<file path="src/rtl/alu_pkg.sv">
// alu_pkg: op encodings, FSM state type and op legality check shared by alu_share_arb
package alu_pkg;
  localparam int W = 32;
  localparam int NREQ = 2;
  localparam logic [2:0] OP_AND = 3'b000;
  localparam logic [2:0] OP_OR  = 3'b001;
  localparam logic [2:0] OP_ADD = 3'b010;
  localparam logic [2:0] OP_SUB = 3'b110;
  localparam logic [2:0] OP_SLT = 3'b111;
  typedef enum logic [1:0] {IDLE, EXEC, RESP} state_t;
  function automatic logic is_legal_op(input logic [2:0] op);
    return op inside {OP_AND, OP_OR, OP_ADD, OP_SUB, OP_SLT};
  endfunction
endpackage

</file>
<file path="src/rtl/rr_arb2.sv">
// rr_arb2: two-way combinational round-robin picker
module rr_arb2 (
  input  logic valid0,
  input  logic valid1,
  input  logic last_grant,
  output logic grant_valid,
  output logic grant_id
);
  assign grant_valid = valid0 | valid1;
  assign grant_id = valid0 & valid1 ? ~last_grant : valid1;
endmodule

</file>
<file path="src/rtl/yAlu.sv">
// yAlu: 32-bit ALU (AND/OR/ADD/SUB/SLT) with zero flag ex
module yAlu (
  input  logic [31:0] a,
  input  logic [31:0] b,
  input  logic [2:0]  op,
  output logic [31:0] z,
  output logic        ex
);
  logic [31:0] diff;
  assign diff = a - b;
  // SLT is the raw sign of a-b, no overflow correction
  assign z = op == 3'b000 ? a & b :
             op == 3'b001 ? a | b :
             op == 3'b010 ? a + b :
             op == 3'b110 ? diff :
             op == 3'b111 ? {31'b0, diff[31]} : 32'b0;
  assign ex = z == 32'b0;
endmodule

</file>
<file path="src/rtl/alu_share_arb.sv">
// alu_share_arb: round-robin sharing of one yAlu between two requesters with tagged response.
// Optional grant/conflict counters under ALU_ARB_STATS_EN.
module alu_share_arb
  import alu_pkg::*;
(
  input  logic         clk,
  input  logic         rst_n,
  input  logic         req0_valid,
  output logic         req0_ready,
  input  logic [W-1:0] req0_a,
  input  logic [W-1:0] req0_b,
  input  logic [2:0]   req0_op,
  input  logic         req1_valid,
  output logic         req1_ready,
  input  logic [W-1:0] req1_a,
  input  logic [W-1:0] req1_b,
  input  logic [2:0]   req1_op,
  output logic         resp_valid,
  input  logic         resp_ready,
  output logic [W-1:0] resp_data,
  output logic         resp_zero,
  output logic         resp_id,
  output logic         resp_err
`ifdef ALU_ARB_STATS_EN
  ,
  output logic [15:0]  grant_cnt0,
  output logic [15:0]  grant_cnt1,
  output logic [15:0]  conflict_cnt
`endif
);
  state_t state, state_nx;
  logic last_grant, grant_valid, grant_id, accept, legal, alu_ex;
  logic [W-1:0] lat_a, lat_b, alu_z;
  logic [2:0] lat_op;
  rr_arb2 u_arb (
    .valid0(req0_valid),
    .valid1(req1_valid),
    .last_grant(last_grant),
    .grant_valid(grant_valid),
    .grant_id(grant_id)
  );
  yAlu u_alu (
    .a(lat_a),
    .b(lat_b),
    .op(lat_op),
    .z(alu_z),
    .ex(alu_ex)
  );
  assign legal = is_legal_op(lat_op);
  always_comb begin
    accept = state == IDLE && grant_valid;
    req0_ready = accept && !grant_id;
    req1_ready = accept && grant_id;
    resp_valid = state == RESP;
    state_nx = state == IDLE ? (grant_valid ? EXEC : IDLE) :
               state == EXEC ? RESP :
               resp_ready ? IDLE : state;
  end
  always_ff @(posedge clk or negedge rst_n) begin
    if (!rst_n) begin
      state <= IDLE;
      last_grant <= 1'b1;
      lat_a <= '0;
      lat_b <= '0;
      lat_op <= OP_AND;
      resp_data <= '0;
      resp_zero <= 1'b0;
      resp_id <= 1'b0;
      resp_err <= 1'b0;
    end else begin
      state <= state_nx;
      if (accept) begin
        lat_a <= grant_id ? req1_a : req0_a;
        lat_b <= grant_id ? req1_b : req0_b;
        lat_op <= grant_id ? req1_op : req0_op;
        resp_id <= grant_id;
      end
      if (state == EXEC) begin
        resp_data <= legal ? alu_z : '0;
        resp_zero <= legal ? alu_ex : 1'b1;
        resp_err <= !legal;
      end
      if (state == RESP && resp_ready) last_grant <= resp_id;
    end
  end
`ifdef ALU_ARB_STATS_EN
  always_ff @(posedge clk or negedge rst_n) begin
    if (!rst_n) begin
      grant_cnt0 <= '0;
      grant_cnt1 <= '0;
      conflict_cnt <= '0;
    end else begin
      if (req0_ready) grant_cnt0 <= grant_cnt0 + 16'd1;
      if (req1_ready) grant_cnt1 <= grant_cnt1 + 16'd1;
      if (state == IDLE && req0_valid && req1_valid) conflict_cnt <= conflict_cnt + 16'd1;
    end
  end
`endif
endmodule

</file>
<file path="config.mk">
export PLATFORM = sky130hd
export DESIGN_NAME = alu_share_arb
export DESIGN_NICKNAME = d
export VERILOG_FILES = /design/src/rtl/alu_pkg.sv /design/src/rtl/rr_arb2.sv /design/src/rtl/yAlu.sv /design/src/rtl/alu_share_arb.sv
export SDC_FILE = /design/constraint.sdc
export NUM_CORES = 1
export LEC_CHECK = 0
export ABC_AREA = 1
export ABC_CLOCK_PERIOD_IN_PS = 5600
export BUFFER_PORTS_ARGS = -buffer_cell sky130_fd_sc_hd__buf_2
export CORE_MARGIN = 5
export CORE_UTILIZATION = 40
export CTS_CLUSTER_SIZE = 40
export DETAILED_ROUTE_END_ITERATION = 6
export PLACE_DENSITY = 0.72
export REMOVE_ABC_BUFFERS = 1
export SLEW_MARGIN = 10
export SYNTH_ARGS = -nofsm -noshare
export SYNTH_HDL_FRONTEND = slang
export SYNTH_HIERARCHICAL = 1
export SYNTH_SLANG_ARGS = --single-unit
</file>
<file path="constraint.sdc">
create_clock -name clk -period 5.6 [get_ports clk]
set_input_delay 0.28 -clock clk [delete_from_list [all_inputs] [get_ports clk]]
set_output_delay 0.28 -clock clk [all_outputs]
set_load 0.01 [all_outputs]
</file>
# Yosys cells after proc, flatten, opt, wreduce, memory -nomap -nowiden
# Index checks and enable logic that the tools add are counted.
[word_totals]
reg_bits = 105
inputBits = 139
out_inout_bits = 38
elab_cells = 48
[op_classes]
n_addsub = 2
n_eq_ne = 6
muxes = 15
n_bitwise = 5
reduce_logical = 11
[op_table]
columns = ["cell", "count"]
rows = [
  ["$mux 32", 7],
  ["$add 32x32->32", 1],
  ["$and 32x32->32", 1],
  ["$logic_not 32->1", 1],
  ["$or 32x32->32", 1],
  ["$sub 32x32->32", 1],
  ["$eq 3x3->1 const B", 2],
  ["$mux 2", 3],
  ["$reduce_bool 5->1", 1],
  ["$logic_and 1x1->1", 4],
  ["$mux 1", 4],
  ["$eq 3x1->1 const B", 1],
  ["$eq 3x2->1 const B", 1],
  ["$logic_not 3->1", 1],
  ["$mux 3", 1],
  ["$reduce_bool 3->1", 1],
  ["$eq 2x1->1 const B", 1],
  ["$eq 2x2->1 const B", 1],
  ["$logic_not 1->1", 2],
  ["$logic_not 2->1", 1],
  ["$and 1x1->1", 1],
  ["$not 1->1", 1],
  ["$or 1x1->1", 1],
]

# Logic depth before layout (Yosys ltp)
# Gate-level depths: netlist of the first run.
[depth]
depth_word = 8
mapped_depth = 25
ltp_nobuf = 24

# Modules after synthesis
# The synthesis of the first run kept the hierarchy.
[by_module_without_submodules]
columns = ["mod", "n_inst", "cells_each", "area_per_inst_um2", "seq_area_each_um2"]
rows = [
  ["yAlu", 1, 1279, 6553.8, 0.0],
  ["alu_share_arb", 1, 671, 4903.5, 2628.8],
  ["rr_arb2", 1, 3, 15.0, 0.0],
]

# Worst setup path before layout of the first run
# No wires, ideal clock.
[synth_path]
path_kind = "reg2reg"
startpoint = "register lat_b[0]"
endpoint = "register resp_zero"
setup_ps = 71
arrival_ps = 2346
required_ps = 5529
path_slack_ps = 3183
path_stages_with_launch = 23
n_path_buf = 0
synth_period_minus_slack_ps = 2417
path_cell_list = "dfrtp_1 -> ha_1 -> inv_1 -> fa_1 -> inv_1 -> nand3_1 -> nand3_1 -> nand3_1 -> nand3_1 -> nand2_1 -> nand2_1 -> nand2_1 -> nand3_1 -> nand4_1 -> nor2_1 -> nand2_1 -> nor2_1 -> nand2_1 -> nor2_1 -> inv_1 -> nand2_1 -> nor2_1 -> nor2_1"
[synth_via]
elab_cells_between_ends = 11
classes_between = "2 x add/sub; 6 x mux; 2 x bitwise; 1 x reduce/logical"
[synth_lines]
columns = ["element", "line_no", "source"]
rows = [
  ["start: declaration", "alu_share_arb.sv:33", "logic [W-1:0] lat_a, lat_b, alu_z;"],
  ["start signal: assignment", "alu_share_arb.sv:74", "lat_b <= grant_id ? req1_b : req0_b;"],
  ["$sub 32x32->32", "yAlu.sv:10", "assign diff = a - b;"],
  ["$mux 32", "yAlu.sv:15", "op == 3'b110 ? diff :"],
  ["$mux 32 *", "yAlu.sv:14", "op == 3'b010 ? a + b :"],
  ["$mux 32 *", "yAlu.sv:13", "op == 3'b001 ? a | b :"],
  ["$mux 32 *", "yAlu.sv:12", "assign z = op == 3'b000 ? a & b :"],
  ["via alu_z[20]", "alu_share_arb.sv:33", ""],
  ["$logic_not 32->1 *", "yAlu.sv:17", "assign ex = z == 32'b0;"],
  ["via alu_ex", "alu_share_arb.sv:32", "logic last_grant, grant_valid, grant_id, accept, legal, alu_ex;"],
  ["$mux 1 *", "alu_share_arb.sv:80", "resp_zero <= legal ? alu_ex : 1'b1;"],
  ["end signal: assignment", "alu_share_arb.sv:80", ""],
  ["end: declaration", "alu_share_arb.sv:21", "output logic resp_zero,"],
]
# Mark *: on every way through the listed nets, which the timed path passes. The rest lies on a longest branch.
# A chain may end at the register's enable or synchronous reset.

# Worst setup path in the final report of the first run
# Same ends and word-level chain as after synthesis.

==> results.cfg, run 1 <==
[run_status]
status = completed

[critical_path]
r2r_slack_ns = 2.20
reg2reg_to = resp_zero
r2r_start = lat_b[0]
cp-end-kind = flop
crit_path_max_incr_delay_ns = 0.43
critPathLaunchType = flop
cp_cell_sequence = ha_1, inv_1, fa_1, inv_1, nand3_1, nand3_1, nand2_1, nand2_1, nand3_1, nand3_1, nand2_1, nand3_1, nand3_1, nor2_1, nand2_1, nor2_1, nand2_1, nor2_1, inv_1, nand2_1, nor2_1, nor2_1
path_max_fanout = 4
crit_required_ns = 5.89
crit_arrival_ns = 3.69
reg2regPathDepth = 22
critical_path_class = flop to flop
cp_slowest_cell = fa_1

[place]
gp_congestion = 1.00
postPlaceCellArea_um2 = 12400
dpl.hpwl_mm = 31.0
numPortBuffers = 176

[timing]
final-hold-violation-count = 0
max_freq_mhz = 294
finalSetupTns_ns = 0
setup_viol = 0
clock_skew_ns = 0.00873
drv_slew = 0
period_minus_slack_ns = 3.40
max-slew-margin-rel = 0.193
worst_pin_slew_ns = 1.21
rsz0062_at_grt = false
finalCritPeriodShare = 0.608

[pwr]
comb_power_share = 0.760
seqPwrFrac = 0.158
p_clk_frac = 0.082
power.leakage_nw = 7.54
p_sw_frac = 0.603
p_sw_mw = 5.12
p_int_mw = 3.37
power_density_nw_per_um2 = 667
ir_drop_mv = 0.208

[clocking]
clk_pin_slew_ns = 0.08
cts_tree = built
cts_inserted_buffers = 9
cts_buffer_depth = 2
cts_setup_buffers = 0
cts_htree_levels = 3
cts-resized-gates = 0
cts_root_buf = clkbuf_16
cts_hold_buf = 1
clk_latency_ns = 0.36
cts_sinks = 105

[yosys]
synth_edf_count = 0
synth-main-ff-cell = dfrtp_1
netlist_top_cells_count = 875 x nand2_1, 295 x inv_1, 122 x nor2_1
async_flop_share = 1.00
synth_largest_area_cell = nand2_1
yosysMostFrequentCell = nand2_1
synth_top_area_frac = 0.286
postSynthAreaPerCell_um2 = 5.87
ys_ff_latch = 105
yosysWarnings = 6
synthCells = 1953
synth_area_leaders = nand2_1 29%, dfrtp_1 23%, ha_1 10%
synth-seq-area-share = 0.229
synth_area_um2 = 11500
ys_types = 49

[routing]
wl_per_cell_um = 15.6
ant_nets = 0
wirelength_mm = 38.4
drt_iter0_markers = 1052
post-route-drc-count = 0
vias = 11900
firstDrtPassIters = 6
vias_per_cell = 4.84

[finish]
multi_input_area_um2 = 7240
antennaDiodeCount = 0
syn_to_final_growth_pct = 11.0
postLayoutCellArea_um2 = 12700
layout.area.seq_um2 = 2630
nNetsFinal = 2309
layout-drive-gt1-share = 0.134
nFillCells = 3161
postLayoutCoreUtil = 0.446

[die]
fp.dieArea_um2 = 32200
die_x_um = 179
fp-row-count = 62
die_h_um = 179
coreArea_um2 = 28500
pin_count = 177
initial_core_util = 0.402

[grt]
antenna_found_initial = 2
grt_util_all_layers = 0.237
grt_max_degree = 71
grt_pass1_vias = 11100
grt_pass1_wl_mm = 59.6
grt-ovfl-total = 0

[min_path]
min_path_type = input pin to flop
min_to = last_grant
holdCritStartpoint = resp_ready
hold_path_depth = 3

[job]
maxCapViolCount = 0
-- cell usage in the layout (no fill, tap or decap), types with 13 or more instances in the layout --
cell type / count
inv_1: 295
o21ai_0: 43
ha_1: 95
nor2_2: 13
nand4_1: 24
nand3_1: 108
or2_2: 16
o21ai_1: 23
nand2_2: 15
nand2_1: 875
a21oi_1: 51
nor2_1: 121
buf_2: 175
dfrtp_1: 104
-- through the flow --
| step | setup WS (ns) | hold WS, ns | instances | power (mW) |
|---|---|---|---|---|
| floorplan | 0.964 | -0.0156 | 1880 | 5.68 |
| global placement | 2.24 | 0.372 | 2445 | 7.67 |
| detailed placement | 2.30 | 0.376 | 2445 | 7.68 |
| CTS | 2.26 | 0.142 | 2462 | 8.41 |
| global route | 1.98 | 0.187 | 2462 | 9.30 |
| finish | 2.20 | 0.151 | 2462 | 8.49 |
-- worst max-delay path by stage --
stage	from	endpoint	slack, ns
final	lat_b[0]	resp_zero	2.20
after global routing	lat_b[0]	resp_zero	1.98
after CTS	lat_b[0]	resp_zero	2.26
after detailed placement	lat_b[0]	resp_zero	2.30
after global placement	lat_b[0]	resp_zero	2.24
after floorplan	last_grant	req1_ready	0.96
-- final cells by class --
cell class                 instances  share of cell area
clock buffer                      11              0.0183
clock inverter                     5             0.00629
inverter                         304              0.0896
multi-input combinational       1471               0.568
sequential                       105               0.206
tap                              384              0.0377
timing repair buffer             182              0.0731
-- metal layers --
layer,global-route usage,vias to the layer above,part of all wire
met5,0,-,0
met4,0.0609,0,0.020
met3,0.0271,39,0.080
met2,0.348,404,0.41
met1,0.366,5316,0.49
li1,-,6159,-
-- registers in the layout (all words and copies together), names as in the netlist --
| signal | cells |
|---|---|
| lat_b | 32 |
| resp_id | 1 |
| state | 2 |
| resp_err | 1 |
| last_grant | 1 |
| resp_data | 32 |
| resp_zero | 1 |
| lat_op | 3 |
| lat_a | 32 |
-- power by group through the flow --
stage	registers, mW	logic (mW)	clock network, mW
final	1.35	6.45	0.694
after global routing	1.40	7.16	0.744
after CTS	1.35	6.35	0.715
after detailed placement	1.36	6.32	0
after global placement	1.34	6.33	0
after floorplan	1.33	4.35	0
-- worst max-delay path: cells and delay by family (launching register included) --
family	cells	cell delay (ns)
fa+ha+maj	2	0.82
buf+inv	3	0.28
flops	1	0.40
simple gates	17	1.82
-- cell families after synthesis --
logic type | share of synthesized area
buffers and inverters | 0.142
XOR/XNOR | 0.00534
AO/OA/AOI/OAI | 0.0754
flip-flops | 0.229
adder cells (fa/ha/maj) | 0.107
AND/OR/NAND/NOR | 0.441
(Power assumes the default switching activity.)
==> run 2: changes to the inputs <==
--- a/config.mk
+++ b/config.mk
@@ -6,13 +6,13 @@
 export NUM_CORES = 1
 export LEC_CHECK = 0
 export ABC_AREA = 1
-export ABC_CLOCK_PERIOD_IN_PS = 5600
+export ABC_CLOCK_PERIOD_IN_PS = 2800
 export BUFFER_PORTS_ARGS = -buffer_cell sky130_fd_sc_hd__buf_2
 export CORE_MARGIN = 5
 export CORE_UTILIZATION = 40
 export CTS_CLUSTER_SIZE = 40
 export DETAILED_ROUTE_END_ITERATION = 6
-export PLACE_DENSITY = 0.72
+export PLACE_DENSITY = 0.74
 export REMOVE_ABC_BUFFERS = 1
 export SLEW_MARGIN = 10
 export SYNTH_ARGS = -nofsm -noshare
==> constraint.sdc (replaced) <==
create_clock -name clk -period 2.8 [get_ports clk]
set_input_delay 0.14 -clock clk [delete_from_list [all_inputs] [get_ports clk]]
set_output_delay 0.14 -clock clk [all_outputs]
set_load 0.01 [all_outputs]
==> results.cfg, run 2 (synthesized netlist as in run 1, its figures left out) <==
[run_status]
status = completed

[die]
initial_core_util = 0.402
fp-row-count = 62
die_x_um = 179
die_h_um = 179
pin_count = 177
fp.dieArea_um2 = 32200
coreArea_um2 = 28500

[timing]
rsz0062_at_grt = true
setup_viol = 0
worst_pin_slew_ns = 0.775
whs_ns = 0.0147
max-slew-margin-rel = 0.483
drv_slew = 0
clock_skew_ns = 0.00990
final-hold-violation-count = 0
max_freq_mhz = 359
period_minus_slack_ns = 2.78
finalCritPeriodShare = 0.995

[critical_path]
crit_required_ns = 3.09
critPathLaunchType = flop
critical_path_class = flop to flop
crit_path_frequent_cell = nor2_1
path_max_fanout = 3
cp_slowest_cell = dfrtp_2
cp-end-kind = flop
crit_arrival_ns = 3.08
cp_cell_sequence = buf_6, ha_4, inv_4, fa_2, nand2_2, nand2_4, and2_4, nand2_4, nand3_4, nand2_4, nand3_1, nand3_1, nand4_1, nor2_1, nand2_1, nor2_1, nand2_1, nor2_1, inv_1, nand2_1, nor2_1, nor2_1
crit_path_max_incr_delay_ns = 0.43

[finish]
layout-drive-gt1-share = 0.315
nNetsFinal = 2574
layout_commonest_cell = nand2_1
final_cell_mix = 818 x nand2_1, 269 x inv_1, 258 x buf_4
reg.largest.list = lat_a (32), lat_b (32), resp_data (32)
instances_no_fill = 2726
syn_to_final_growth_pct = 37.2
antennaDiodeCount = 0
nFillCells = 2905

[place]
dp.cells = 2686
dpl.hpwl_mm = 33.4
gp_congestion = 1.01
numPortBuffers = 176

[clocking]
cts_sinks = 105
cts_tree = built
cts_root_buf = clkbuf_16
clk_pin_slew_ns = 0.07
cts_buffer_depth = 2
clk_latency_ns = 0.36
cts_inserted_buffers = 9
cts_htree_levels = 3

[min_path]
min_path_type = input pin to flop

[grt]
grt_pass1_vias = 11900
grt_util_all_layers = 0.250
grt_pass1_wl_mm = 63.3
grt-ovfl-total = 0
antenna_found_initial = 1
grt_max_degree = 71

[routing]
firstDrtPassIters = 7
vias_per_cell = 4.82
vias = 13100
drt_iter0_markers = 910
ant_nets = 0
wl_per_cell_um = 15.2
post-route-drc-count = 0
wirelength_mm = 41.3

[pwr]
power.leakage_nw = 9.04
total_power_mw = 22.9
power_density_nw_per_um2 = 1460
ir_drop_mv = 0.511

[job]
maxCapViolCount = 0
[run 2: cell count changes in the layout (fill, tap and decap cells not counted), moves of 19 or more]
cell     before  now
ha_1         95   70
buf_4         6  258
nor2_2       13   39
a21oi_1      51   32
inv_2         8   33
nor2_1      121   80
nand2_1     875  818
nand2_2      15   63
inv_1       295  269
ha_4          0   25
[run 2: through the flow]
stage          setup WS, ns  utilization  area, um2  TNS (ns)
2_1_floorplan         -1.70            -      11000   -112.53
3_3_place_gp         -0.261        0.499      14200    -0.261
3_5_place_dp         -0.174        0.499      14200    -0.174
4_1_cts          0.00000200        0.518      14800         0
5_1_grt             -0.0943        0.551      15700   -0.0943
6_report             0.0151        0.551      15700         0
[run 2: area by class of cell]
cell class	count	area, um2	area share
timing repair buffer	447	3000	0.190
sequential	105	2630	0.167
inverter	304	1140	0.0727
tap	384	480	0.0305
clock inverter	4	52.6	0.00334
multi-input combinational	1471	8180	0.520
clock buffer	11	253	0.0161
[run 2: final timing paths]
| path | startpoint | end | slack [ns] | depth (start not counted) |
|---|---|---|---|---|
| min in group asynchronous | rst_n | resp_id | 0.39 | 2 |
| hold reg to reg | resp_data[8] | resp_data[8] | 0.48 | 2 |
| max in group asynchronous | rst_n | lat_b[0] | 1.67 | 3 |
| setup / recovery | lat_b[0] | resp_zero | 0.02 | 22 |
| setup reg to reg | lat_b[0] | resp_zero | 0.02 | 22 |
| hold / removal | resp_ready | last_grant | 0.01 | 3 |
[run 2: report_power, final]
group / switching (mW) / leakage (nW) / total, mW / internal, mW
Clock: 0.593 / 0.140 / 1.33 / 0.738
Sequential: 0.384 / 1.33 / 2.53 / 2.15
Combinational: 11.2 / 7.56 / 19.1 / 7.91
[run 2: routing by layer]
metal  routed length [um]  vias to the layer above  track usage
met5                    0                        -            0
met4                  684                        0       0.0463
met3                 3320                       42       0.0434
met2                17800                      481        0.387
met1                19500                     5911        0.371
li1                     -                     6694            -
[run 2: critical path, delay by kind of cell, from the launching register on]
| kind | cells | cell delay (ns) |
|---|---|---|
| fa+ha+maj | 2 | 0.49 |
| buf+inv | 3 | 0.20 |
| flops | 1 | 0.43 |
| simple gates | 17 | 1.56 |
[run 2: repair_timing]
| item | in CTS | in global routing |
|---|---|---|
| buffers inserted | 2 | 23 |
| pin swaps | 4 | 69 |
| gates resized for setup | 48 | 211 |
| hold buffers | 1 | 0 |
| endpoints found under the hold margin | 55 | 0 |
| setup endpoints to repair | 1 | 1 |
==> run 3: changes to the inputs <==
--- a/config.mk
+++ b/config.mk
@@ -8,11 +8,13 @@
 export ABC_AREA = 1
 export ABC_CLOCK_PERIOD_IN_PS = 2800
 export BUFFER_PORTS_ARGS = -buffer_cell sky130_fd_sc_hd__buf_2
+export CELL_PAD_IN_SITES_DETAIL_PLACEMENT = 1
+export CELL_PAD_IN_SITES_GLOBAL_PLACEMENT = 2
 export CORE_MARGIN = 5
-export CORE_UTILIZATION = 40
+export CORE_UTILIZATION = 28
 export CTS_CLUSTER_SIZE = 40
 export DETAILED_ROUTE_END_ITERATION = 6
-export PLACE_DENSITY = 0.74
+export PLACE_DENSITY = 0.91
 export REMOVE_ABC_BUFFERS = 1
 export SLEW_MARGIN = 10
 export SYNTH_ARGS = -nofsm -noshare
==> results.cfg, run 3 (synthesized netlist as in run 1, its figures left out) <==
[die]
fp-row-count = 74
pin_count = 177
initial_core_util = 0.282
die_x_um = 212
coreArea_um2 = 40600
die_h_um = 212
fp.dieArea_um2 = 45100

[timing]
worst_pin_slew_ns = 0.802
finalSetupTns_ns = -0.129
drv_slew = 0
setup_viol = 2
finalCritPeriodShare = 1.03
rsz0062_at_grt = true
final-hold-violation-count = 0
clock_skew_ns = 0.0106
max-slew-margin-rel = 0.466
fin_ws_ns = -0.0931
period_minus_slack_ns = 2.89
whs_ns = 0.0236
max_freq_mhz = 346

[place]
dpl.hpwl_mm = 40.2
post-place-ws_ns = -0.260
gp_congestion = 0.964
numPortBuffers = 176
postPlaceCellArea_um2 = 14900
dp.cells = 2891

[grt]
grt_util_all_layers = 0.216
grt_pass1_vias = 14300
antenna_found_initial = 2
grt-ovfl-total = 0
grt_pass1_wl_mm = 77.0
grt_max_degree = 71

[pwr]
power_density_nw_per_um2 = 1510
power.leakage_nw = 9.55
total_power_mw = 25.7
ir_drop_mv = 0.480

[min_path]
min_path_type = input pin to flop

[routing]
firstDrtPassIters = 5
vias = 13700
vias_per_cell = 4.62
wirelength_mm = 50.2
ant_nets = 0
wl_per_cell_um = 17.0
post-route-drc-count = 0
drt_iter0_markers = 629

[critical_path]
cp-end-kind = flop
critical_path_class = flop to flop
crit_arrival_ns = 3.17
critPathLaunchType = flop
path_max_fanout = 6
crit_required_ns = 3.07

[clocking]
cts_root_buf = clkbuf_16
cts_tree = built
clk_latency_ns = 0.40
cts_inserted_buffers = 9
clk_pin_slew_ns = 0.08
cts_sinks = 105
cts_htree_levels = 3
cts_buffer_depth = 2

[finish]
nFillCells = 5317
layout-drive-gt1-share = 0.368
postLayoutCoreUtil = 0.419
antennaDiodeCount = 0
postLayoutCellArea_um2 = 17000
final_cell_mix = 797 x nand2_1, 326 x buf_4, 253 x inv_1
nNetsFinal = 2659
syn_to_final_growth_pct = 48.5
instances_no_fill = 2960
layout_commonest_cell = nand2_1
reg.largest.list = lat_a (32), lat_b (32), resp_data (32)

[job]
maxCapViolCount = 0

[run_status]
failed_checks = setup timing
status = finished, violations left
[run 3: cell count changes in the layout (fill, tap and decap cells not counted), moves of 9 or more]
cell / delta
buf_4: +68
buf_6: +10
ha_1: -9
inv_1: -16
inv_2: +15
nand2_1: -21
nand2_2: +13
nand3_1: -11
nand3_4: +9
[run 3: critical path, cell delays in order, from the launching register on]
cell and delay, ns:
dfrtp_1 0.40, inv_2 0.08, ha_4 0.21, buf_8 0.14, nand2_2 0.07, inv_2 0.05, buf_4 0.12, nand2_1 0.08
nand2_2 0.08, nor2_4 0.14, nand2_4 0.08, nand2_2 0.08, buf_4 0.10, nand3_1 0.05, nand3_1 0.08, nand3b_1 0.20
buf_4 0.20, buf_4 0.12, buf_4 0.12, buf_4 0.12, buf_4 0.12, nand2_1 0.06, o21ai_1 0.06
[run 3: layout make-up]
| class | instances | area, um2 | area share |
|---|---|---|---|
| multi-input cells | 1471 | 8570 | 0.503 |
| repair buffers | 532 | 3740 | 0.219 |
| flip-flops and latches | 105 | 2630 | 0.154 |
| inverters | 304 | 1150 | 0.0673 |
| well taps | 532 | 666 | 0.0391 |
| clock buffers | 9 | 225 | 0.0132 |
| clock inverters | 7 | 56.3 | 0.00330 |
[run 3: final timing paths]
kind | startpoint | end | slack, ns | depth (start not counted)
max | lat_a[11] | resp_data[21] | -0.09 | 22
min | req0_b[26] | lat_b[26] | 0.02 | 5
max reg2reg | lat_a[11] | resp_data[21] | -0.09 | 22
min reg2reg | resp_err | resp_err | 0.48 | 2
max in group asynchronous | rst_n | lat_b[0] | 1.67 | 3
min in group asynchronous | rst_n | resp_id | 0.35 | 2
[run 3: where the power goes]
group	switching, mW	internal (mW)	total [mW]
logic	12.5	9.39	21.9
registers	0.426	2.15	2.58
clock network	0.649	0.607	1.26
[run 3: what timing repair did]
item,in CTS,in global routing
hold endpoints to repair,54,0
resized for setup,144,230
pin swaps,52,111
gates cloned,0,0
setup buffers,24,27
endpoints found under the setup margin,1,3
hold buffers,2,0
[run 3: metal layers]
| layer | GRT usage | part of all wire |
|---|---|---|
| met5 | 0 | 0 |
| met3 | 0.0331 | 0.039 |
| met1 | 0.298 | 0.48 |
| met4 | 0.0501 | 0.019 |
| met2 | 0.358 | 0.47 |
